==> src/rtl/grid_diff_scanner_if.sv <==
// Update-record channel from grid_diff_scanner to the downstream tile drawer.
// The master drives a {x,y,code} record with out_valid; the slave accepts it with out_ready.
interface grid_diff_scanner_if #(
    parameter int XW     = 4,
    parameter int YW     = 4,
    parameter int CODE_W = 3
);
    logic              out_valid;
    logic              out_ready;
    logic [CODE_W-1:0] obj_code;
    logic [XW-1:0]     x;
    logic [YW-1:0]     y;

    modport master (output out_valid, output obj_code, output x, output y, input out_ready);
    modport slave  (input out_valid, input obj_code, input x, input y, output out_ready);
endinterface

==> src/rtl/grid_diff_scanner.sv <==
// grid_diff_scanner: raster-scans a GRID_W x GRID_H tile grid, priority-encodes the
// object-hit flags of each sampled cell into a tile code, keeps one stored code per cell
// and emits a {x,y,code} record only when a cell's code changes.
// Optional feature macro: GRID_DIFF_REDRAW_EN adds i_redraw, which (when high on the
// sample of cell (0,0)) forces a record for every cell of that frame.
module grid_diff_scanner #(
    parameter  int GRID_W  = 16,
    parameter  int GRID_H  = 12,
    parameter  int NUM_OBJ = 4,
    parameter  int CODE_W  = 3,
    localparam int XW      = $clog2(GRID_W),
    localparam int YW      = $clog2(GRID_H)
) (
    input  logic               clk,
    input  logic               nrst,
    input  logic               i_enable,
    input  logic [NUM_OBJ-1:0] i_obj_hit,
`ifdef GRID_DIFF_REDRAW_EN
    input  logic               i_redraw,
`endif
    output logic [XW-1:0]      o_cur_x,
    output logic [YW-1:0]      o_cur_y,
    output logic               o_frame_done,
    grid_diff_scanner_if.master bus
);

    localparam int NCELL = GRID_W * GRID_H;
    localparam int IDXW  = $clog2(NCELL);

    typedef enum logic [1:0] {S_IDLE, S_SCAN, S_STALL} state_t;

    state_t            r_state;
    logic [XW-1:0]     r_cur_x;
    logic [YW-1:0]     r_cur_y;
    logic              r_out_valid;
    logic [CODE_W-1:0] r_code;
    logic [XW-1:0]     r_x;
    logic [YW-1:0]     r_y;
    logic              r_frame_done;
    logic [CODE_W-1:0] r_cell [NCELL];

    logic [CODE_W-1:0] w_new_code;
    logic [CODE_W-1:0] w_stored;
    logic [IDXW-1:0]   w_idx;
    logic [NCELL-1:0]  w_cell_we;
    logic              w_stall;
    logic              w_sample;
    logic              w_accept;
    logic              w_last_x;
    logic              w_last_y;
    logic              w_force;
    logic              w_emit;

    // Priority encoder: later (higher) indices overwrite earlier ones, so the highest hit wins
    always_comb begin
        w_new_code = '0;
        for (int i = 0; i < NUM_OBJ; i++) begin
            if (i_obj_hit[i]) begin
                w_new_code = CODE_W'(i + 1);
            end
        end
    end

    assign w_idx    = IDXW'(r_cur_y) * IDXW'(GRID_W) + IDXW'(r_cur_x);
    assign w_stored = r_cell[w_idx];
    assign w_stall  = r_out_valid & ~bus.out_ready;
    assign w_sample = i_enable & ~w_stall;
    assign w_accept = r_out_valid & bus.out_ready;
    assign w_last_x = (r_cur_x == XW'(GRID_W - 1));
    assign w_last_y = (r_cur_y == YW'(GRID_H - 1));
    assign w_emit   = (w_new_code != w_stored) | w_force;

`ifdef GRID_DIFF_REDRAW_EN
    logic r_redraw_arm;
    logic w_at_origin;

    assign w_at_origin = (r_cur_x == '0) && (r_cur_y == '0);
    // The origin sample decides the arm directly so cell (0,0) itself is redrawn too
    assign w_force     = w_at_origin ? i_redraw : r_redraw_arm;

    // Redraw arm: latched on the origin sample, dropped after the last cell of the frame
    always_ff @(posedge clk) begin
        if (!nrst) begin
            r_redraw_arm <= 1'b0;
        end else if (w_sample) begin
            if (w_at_origin) begin
                r_redraw_arm <= i_redraw;
            end else if (w_last_x && w_last_y) begin
                r_redraw_arm <= 1'b0;
            end
        end
    end
`else
    assign w_force = 1'b0;
`endif

    // Per-cell write strobes: only the cell under the cursor is written on a sample
    generate
        for (genvar gi = 0; gi < NCELL; gi++) begin : g_cell_we
            assign w_cell_we[gi] = w_sample && (w_idx == IDXW'(gi));
        end
    endgenerate

    // Stored tile codes: flip-flops so a single reset edge can blank the whole grid
    always_ff @(posedge clk) begin
        for (int i = 0; i < NCELL; i++) begin
            if (!nrst) begin
                r_cell[i] <= '0;
            end else if (w_cell_we[i]) begin
                r_cell[i] <= w_new_code;
            end
        end
    end

    // Cursor, update record, frame pulse and scan state
    always_ff @(posedge clk) begin
        if (!nrst) begin
            r_state      <= S_IDLE;
            r_cur_x      <= '0;
            r_cur_y      <= '0;
            r_out_valid  <= 1'b0;
            r_code       <= '0;
            r_x          <= '0;
            r_y          <= '0;
            r_frame_done <= 1'b0;
        end else begin
            r_frame_done <= w_sample && w_last_x && w_last_y;

            if (w_sample) begin
                if (w_last_x) begin
                    r_cur_x <= '0;
                    r_cur_y <= w_last_y ? '0 : r_cur_y + YW'(1);
                end else begin
                    r_cur_x <= r_cur_x + XW'(1);
                end

                // A sample only happens when any previous record is gone or being accepted,
                // so loading a new record here never overwrites a pending one
                if (w_emit) begin
                    r_out_valid <= 1'b1;
                    r_code      <= w_new_code;
                    r_x         <= r_cur_x;
                    r_y         <= r_cur_y;
                end else begin
                    r_out_valid <= 1'b0;
                end
            end else if (w_accept) begin
                r_out_valid <= 1'b0;
            end

            case (r_state)
                S_IDLE: begin
                    if (i_enable) begin
                        r_state <= S_SCAN;
                    end
                end
                S_SCAN: begin
                    if (w_sample && w_emit && !bus.out_ready) begin
                        r_state <= S_STALL;
                    end else if (!i_enable && !w_stall) begin
                        r_state <= S_IDLE;
                    end
                end
                S_STALL: begin
                    if (bus.out_ready) begin
                        r_state <= i_enable ? S_SCAN : S_IDLE;
                    end
                end
                default: r_state <= S_IDLE;
            endcase
        end
    end

    assign o_cur_x      = r_cur_x;
    assign o_cur_y      = r_cur_y;
    assign o_frame_done = r_frame_done;
    assign bus.out_valid = r_out_valid;
    assign bus.obj_code  = r_code;
    assign bus.x         = r_x;
    assign bus.y         = r_y;

endmodule

==> src/flat_wrapper.sv <==
// flat-port wrapper written by rule: the top's interface ports become plain ports
module grid_diff_scanner_flat 
#(
    parameter  int GRID_W  = 16,
    parameter  int GRID_H  = 12,
    parameter  int NUM_OBJ = 4,
    parameter  int CODE_W  = 3,
    localparam int XW      = $clog2(GRID_W),
    localparam int YW      = $clog2(GRID_H)
)
  (clk, nrst, i_enable, i_obj_hit, o_cur_x, o_cur_y, o_frame_done, bus_out_valid, bus_obj_code, bus_x, bus_y, bus_out_ready);
  grid_diff_scanner_if #(.XW(($clog2((16)))), .YW(($clog2((12)))), .CODE_W(CODE_W)) bus_i ();
  input  logic clk;
  input  logic nrst;
  input  logic i_enable;
  input  logic [NUM_OBJ-1:0] i_obj_hit;
  output logic [XW-1:0] o_cur_x;
  output logic [YW-1:0] o_cur_y;
  output logic o_frame_done;
  output wire logic [$bits(bus_i.out_valid)-1:0] bus_out_valid;
  output wire logic [$bits(bus_i.obj_code)-1:0] bus_obj_code;
  output wire logic [$bits(bus_i.x)-1:0] bus_x;
  output wire logic [$bits(bus_i.y)-1:0] bus_y;
  input wire logic [$bits(bus_i.out_ready)-1:0] bus_out_ready;
  assign bus_out_valid = bus_i.out_valid;
  assign bus_obj_code = bus_i.obj_code;
  assign bus_x = bus_i.x;
  assign bus_y = bus_i.y;
  assign bus_i.out_ready = bus_out_ready;
  grid_diff_scanner #(.GRID_W(GRID_W), .GRID_H(GRID_H), .NUM_OBJ(NUM_OBJ), .CODE_W(CODE_W)) u_core (.clk(clk), .nrst(nrst), .i_enable(i_enable), .i_obj_hit(i_obj_hit), .o_cur_x(o_cur_x), .o_cur_y(o_cur_y), .o_frame_done(o_frame_done), .bus(bus_i));
endmodule
==> config.mk <==
export PLATFORM = sky130hd
export DESIGN_NAME = grid_diff_scanner_flat
export DESIGN_NICKNAME = d
export VERILOG_FILES = /design/src/rtl/grid_diff_scanner_if.sv /design/src/rtl/grid_diff_scanner.sv /design/src/flat_wrapper.sv
export SDC_FILE = /design/constraint.sdc
export NUM_CORES = 1
export LEC_CHECK = 0
export BUFFER_PORTS_ARGS = -buffer_cell sky130_fd_sc_hd__buf_4
export CAP_MARGIN = 20
export CORE_ASPECT_RATIO = 1.1
export CORE_MARGIN = 2
export CORE_UTILIZATION = 40
export CTS_CLUSTER_SIZE = 20
export DETAILED_ROUTE_END_ITERATION = 6
export PLACE_DENSITY = 0.63
export SLEW_MARGIN = 20
export SYNTH_ARGS = -nofsm -noshare
export SYNTH_HDL_FRONTEND = slang
export SYNTH_SLANG_ARGS = --single-unit
==> constraint.sdc <==
create_clock -name clk -period 8.5 [get_ports clk]
set_input_delay 0.425 -clock clk [delete_from_list [all_inputs] [get_ports clk]]
set_output_delay 0.425 -clock clk [all_outputs]
set_load 0.02 [all_outputs]
==> metrics.yaml, run 1 <==
outcome:
  status: "finished with violations"
  violations: "design-rule violations"
clock_network:
  cts_setup_buffers: 0
  cts_tree: "built"
  hold_buffers: 0
  cts_buffers: 56
  tritoncts_num_sinks: 597
  clockRootBuffer: "clkbuf_16"
  path_clk_slew_ps: 70
  cts_resized: 0
  clockBufferDepth: 3
  clock_latency_ps: 640
  h-tree-depth: 2
die:
  dieArea_um2: 71800
  die_w_um: 256
  dieHeight_um: 281
  initial_utilization: 0.404
  rows: 101
  core_um2: 69000
  pin_count: 29
hold_path:
  hold_class: "in2reg"
  holdPathStages: 3
  worst_hold_path.endpoint: "u_core.bus.out_valid"
  hold_start: "bus_out_ready"
yosys:
  synthFlopType: "edfxtp_1"
  synth.most_common_cell: "nor2_1"
  synth_compound_area_frac: 0.0663
  synth_fp_nets: 2234
  muxShareOfSynthArea: 0.122
  syn_area_um2: 27900
  yosys.area.top_type: "edfxtp_1"
  synthArstFlopShare: 0
  synth_top_family_by_area: "simple AND/OR/NAND/NOR gates"
  yosysWarnings: 0
  synthAdderAreaFrac: 0.00359
  synth_area_leaders: "edfxtp_1 (62%), mux4_2 (9.8%), nor2_1 (8.3%), o21ai_0 (3.6%), clkbuf_1 (2.2%)"
  synth_cells: 2218
  syn_area_per_cell_um2: 12.6
  ys_ff_latch: 597
  synth_seq_area_share: 0.636
  synthXorXnorAreaFrac: 0.00157
  synth.distinct_cells: 76
  synth_top_area_share: 0.621
  synth_common_cells: "nor2_1 (618), edfxtp_1 (576), o21ai_0 (200)"
  synth_edf_count: 576
  synth-simple-area-share: 0.127
final_layout:
  finish.net_count: 2118
  fill_cells: 6244
  area_growth_pct: 9.32
  drive_gt1_frac: 0.142
  diodes: 0
setup_path:
  reg2reg_from: "u_core.o_cur_x[1]"
  crit_top_cell: "mux2i_1"
  crit_family: "compound AO/OA/AOI/OAI gates"
  path_cells: "buf_4 > mux2i_1 > nor3_1 > a2111oi_0 > a2111o_1 > nand4b_1 > o21ai_0 > nand3b_1 > nand2_4 > mux2i_1"
  crit_type: "reg2reg"
  critPathBufInv: 1
  cpPeakStageDelay_ps: 930
  timing.critical_path.from_type: "flop"
  arrival_ps: 5040
  rrSetupSlack_ps: 4000
  reg2reg_depth: 10
  reg2reg_to: "u_core.bus.x[1]"
  worstSetupEndpointType: "flop"
  critPathSlowestCell: "a2111oi_0"
  worstPathRequired_ps: 9040
  worstPathMaxFanout: 61
timing:
  rsz0062_at_grt: "false"
  max_slew_margin: 0.216
  fin_crit_sh: 0.529
  min_period_ps: 4500
  final_hold_viol_count: 0
  fin_skew_ps: 29.2
  setup_violations: 0
  tns_ps: 0
  tightest_slew_ps: 1170
  max_freq_mhz: 222
  drv_slew: 0
detailed_routing:
  drtIter0Drc: 2879
  totalWireLength_um: 94100
  drc: 5
  first_pass_iters: 7
  dr_total_vias: 19341
  via_per_inst: 6.29
  avgRoutedWirePerCell_um: 30.6
  antenna_left: 0
power:
  p_leak_nw: 9.48
  peakVddDrop_uv: 144
  p_per_area_nw_per_um2: 219
  finalPower_mw: 6.66
global_route:
  grt_pass1_vias: 18404
  grt_pass1_wl_um: 134000
  grt_max_degree: 108
  grt_overflow: 0
  track_usage: 0.259
  grt_antenna_before_repair: 1
placed_design:
  gp_congestion: 1.03
  dp_hpwl_um: 61700
  portBuffers: 28
run:
  cap_violations: 0
[cell families (layout without fill, tap and decap cells)]
group	Yosys count	in the layout
AO/OA/AOI/OAI	306	306
XOR/XNOR	5	5
adder cells (fa/ha/maj)	8	8
buffers and inverters	239	171
flip-flops	597	597
multiplexers	187	187
AND/OR/NAND/NOR	876	876
[worst register-to-register path: stages (launching register included)]
cell and delay, ps:
dfxtp_4 810, buf_4 930, mux2i_1 390, nor3_1 70, a2111oi_0 930, a2111o_1 290, nand4b_1 150, o21ai_0 200
nand3b_1 180, nand2_4 240, mux2i_1 230
[stage by stage]
stage | worst slack (ps) | hold WS [ps] | std cells | utilization | instance area [µm²]
floorplan | 5420 | 533 | 2218 | - | 27900
global placement | 4260 | 448 | 2965 | 0.410 | 28300
detailed placement | 4210 | 448 | 2969 | 0.412 | 28400
CTS | 4190 | 212 | 3075 | 0.440 | 30400
global route | 3930 | 237 | 3077 | 0.441 | 30400
finish | 4000 | 259 | 3077 | 0.441 | 30400
[cells in the final DEF (no fill, tap or decap), types with 4 or more instances in the layout]
cell type   Yosys  final
a22oi_1        19     19
nand4_1        11     11
mux4_2        121    121
o2111ai_1       4      4
clkinv_1        1     11
nand3_1        48     37
o21ai_0       200    200
nand2_1       139    139
edfxtp_1      576    576
a21oi_1        15     15
buf_4          16     49
a211oi_1        4      4
o211ai_1        5      5
a31oi_1         9      9
dfxtp_1        21     16
nand2b_1        4      4
clkinvlp_4      0      4
nor2b_1        13     11
a311oi_1        5      5
bufinv_16       0     11
ha_1            8      8
o21ai_1         6      6
buf_16          0      5
clkbuf_16       0     56
and2_1          6      6
inv_1           5      5
and3_1          5      5
a22o_1          5      5
nor3_1         16     16
nand3_2         0      8
clkbuf_1      166      6
mux2_2          6      6
xnor2_1         4      4
nor2_1        618    618
mux2i_1        59     59
clkinv_2        0     14
[report_power, final]
part,internal (mW),switching [mW]
registers,3.32,0.0598
clock network,1.55,1.15
logic,0.207,0.365
[worst max-delay path by stage]
| stage | startpoint | endpoint | slack (ps) | cells past startpoint |
|---|---|---|---|---|
| 4_1_cts | u_core.o_cur_x[1] | u_core.bus.x[1] | 4190 | 10 |
| 6_report | u_core.o_cur_x[1] | u_core.bus.x[1] | 4000 | 10 |
| 3_3_place_gp | u_core.o_cur_x[1] | u_core.bus.obj_code[1] | 4260 | 10 |
| 3_5_place_dp | u_core.o_cur_x[1] | u_core.bus.x[1] | 4210 | 10 |
| 2_1_floorplan | u_core.o_cur_x[0] | u_core.bus.y[3] | 5420 | 13 |
| 5_1_grt | u_core.o_cur_x[1] | u_core.bus.x[1] | 3930 | 10 |
[final cells by class]
class	count	area, µm²	area share
flip-flops and latches	597	17700	0.582
multi-input cells	1382	9020	0.296
clock buffers	62	1420	0.0468
well taps	927	1160	0.0381
repair buffers	57	548	0.0180
clock inverters	44	534	0.0175
inverters	8	30.0	0.000986
[flip-flops by register name, indices dropped and copies added (netlist names)]
register	flops
u_core.o_cur_x	4
u_core.bus.out_valid	1
u_core.r_cell	576
u_core.o_frame_done	1
u_core.bus.x	4
u_core.o_cur_y	4
u_core.bus.y	4
u_core.bus.obj_code	3
[per-layer routing]
metal	share of wire	GRT usage
met5	0	0
met4	0.055	0.128
met3	0.12	0.0597
met1	0.37	0.344
met2	0.46	0.404
Power figures use the tool's default switching activity.
==> run 2, diff against run 1 <==
==> constraint.sdc (replaced) <==
create_clock -name clk -period 4.35 [get_ports clk]
set_input_delay 0.2175 -clock clk [delete_from_list [all_inputs] [get_ports clk]]
set_output_delay 0.2175 -clock clk [all_outputs]
set_load 0.02 [all_outputs]
==> metrics.yaml, run 2 (synthesized netlist as in run 1, its figures left out) <==
outcome:
  violations: "design-rule violations"
  status: "finished with violations"
final_layout:
  area_growth_pct: 10.5
  finish.net_count: 2169
  final_common_cell: "nor2_1"
  regMostFlops: "u_core.r_cell"
  fin_util: 0.446
  final_cell_mix: "nor2_1 (617), edfxtp_1 (576), o21ai_0 (200)"
  fill_cells: 6245
  largest_reg_flops: 576
  drive_gt1_frac: 0.158
  stdcell_area_um2: 30800
  diodes: 0
placed_design:
  placedInstanceArea_um2: 28800
  gp_congestion: 0.987
  dp_hpwl_um: 67300
  portBuffers: 28
detailed_routing:
  totalWireLength_um: 98500
  drc: 14
  antenna_left: 0
  first_pass_iters: 7
  dr_total_vias: 19671
  avgRoutedWirePerCell_um: 31.5
  via_per_inst: 6.28
  drtIter0Drc: 3264
clock_network:
  cts_buffers: 58
  tritoncts_num_sinks: 597
  clock_latency_ps: 630
  cts_resized: 0
  path_clk_slew_ps: 70
  h-tree-depth: 2
  hold_buffers: 0
  clockBufferDepth: 3
  cts_tree: "built"
  cts_setup_buffers: 0
  clockRootBuffer: "clkbuf_16"
power:
  pwr-share-seq: 0.510
  p_int_mw: 9.90
  power_frac_clock: 0.400
  p_per_area_nw_per_um2: 422
  peakVddDrop_uv: 355
  p_sw_mw: 3.09
  combPwrFrac: 0.090
  p_leak_nw: 9.69
  sw_frac_of_total: 0.238
  finalPower_mw: 13.0
die:
  dieArea_um2: 71800
  rows: 101
  core_um2: 69000
  die_w_um: 256
  pin_count: 29
  dieHeight_um: 281
  initial_utilization: 0.404
timing:
  tns_ps: 0
  min_period_ps: 3700
  max_freq_mhz: 270
  max_slew_margin: 0.222
  rsz0062_at_grt: "false"
  tightest_slew_ps: 1160
  fin_skew_ps: 18.6
  drv_slew: 0
  fin_crit_sh: 0.850
  final_hold_viol_count: 0
  setup_violations: 0
setup_path:
  crit_type: "reg2reg"
  worstPathMaxFanout: 26
  worstPathRequired_ps: 4850
  arrival_ps: 4200
  rrSetupSlack_ps: 650
  worstSetupEndpointType: "flop"
  timing.critical_path.from_type: "flop"
global_route:
  grt_max_degree: 153
  grt_pass1_vias: 18840
  track_usage: 0.273
  grt_pass1_wl_um: 140000
  grt_antenna_before_repair: 3
  grt_overflow: 0
hold_path:
  hold_class: "in2reg"
run:
  cap_violations: 0
==> run 2: power groups by stage <==
stage	Clock, mW	Sequential [mW]	Combinational [mW]
6_report	5.20	6.62	1.18
5_1_grt	5.42	6.63	1.22
3_3_place_gp	0	6.73	1.14
4_1_cts	5.23	6.62	1.15
3_5_place_dp	0	6.74	1.15
2_1_floorplan	0	6.66	0.782
==> run 2: area by class of cell <==
cell class	instances	area, µm²	share of cell area
clock inverters	36	345	0.0112
clock buffers	74	1610	0.0522
flip-flops and latches	597	17700	0.576
well taps	927	1160	0.0377
repair buffers	106	912	0.0296
multi-input cells	1382	9000	0.292
inverters	8	30.0	0.000976
==> run 2: path summary, 6_finish.rpt <==
kind | from | end | cells after the start
max reg2reg | u_core.o_cur_x[0] | u_core.bus.x[1] | 10
min reg2reg | u_core.bus.y[0] | u_core.bus.y[0] | 2
min | bus_out_ready | u_core.bus.out_valid | 3
max | u_core.o_cur_x[0] | u_core.bus.x[1] | 10
==> run 2: critical path, stage by stage, from the launching register on <==
cell and delay, ps:
dfxtp_4 690, buf_12 280, buf_12 190, mux4_2 560, mux2i_1 400, o221ai_1 230, a31oi_4 210, a311oi_1 170
nor4_4 420, nand2_4 200, mux2i_1 160
==> run 2: layer usage <==
metal / vias to the layer above / track usage / routed length [µm]
met3: 233 / 0.0557 / 12000
met5: - / 0 / 0
met2: 1530 / 0.421 / 44200
li1: 7959 / - / -
met1: 9949 / 0.377 / 37300
met4: 0 / 0.118 / 5060
==> run 2: metrics by stage <==
stage	std cells	setup slack (ps)	hold WS, ps
final	3130	652	49.9
after global routing	3130	477	36.5
after CTS	3130	682	9.84
after detailed placement	3020	699	450
after global placement	3020	738	449
after floorplan	2218	1270	447
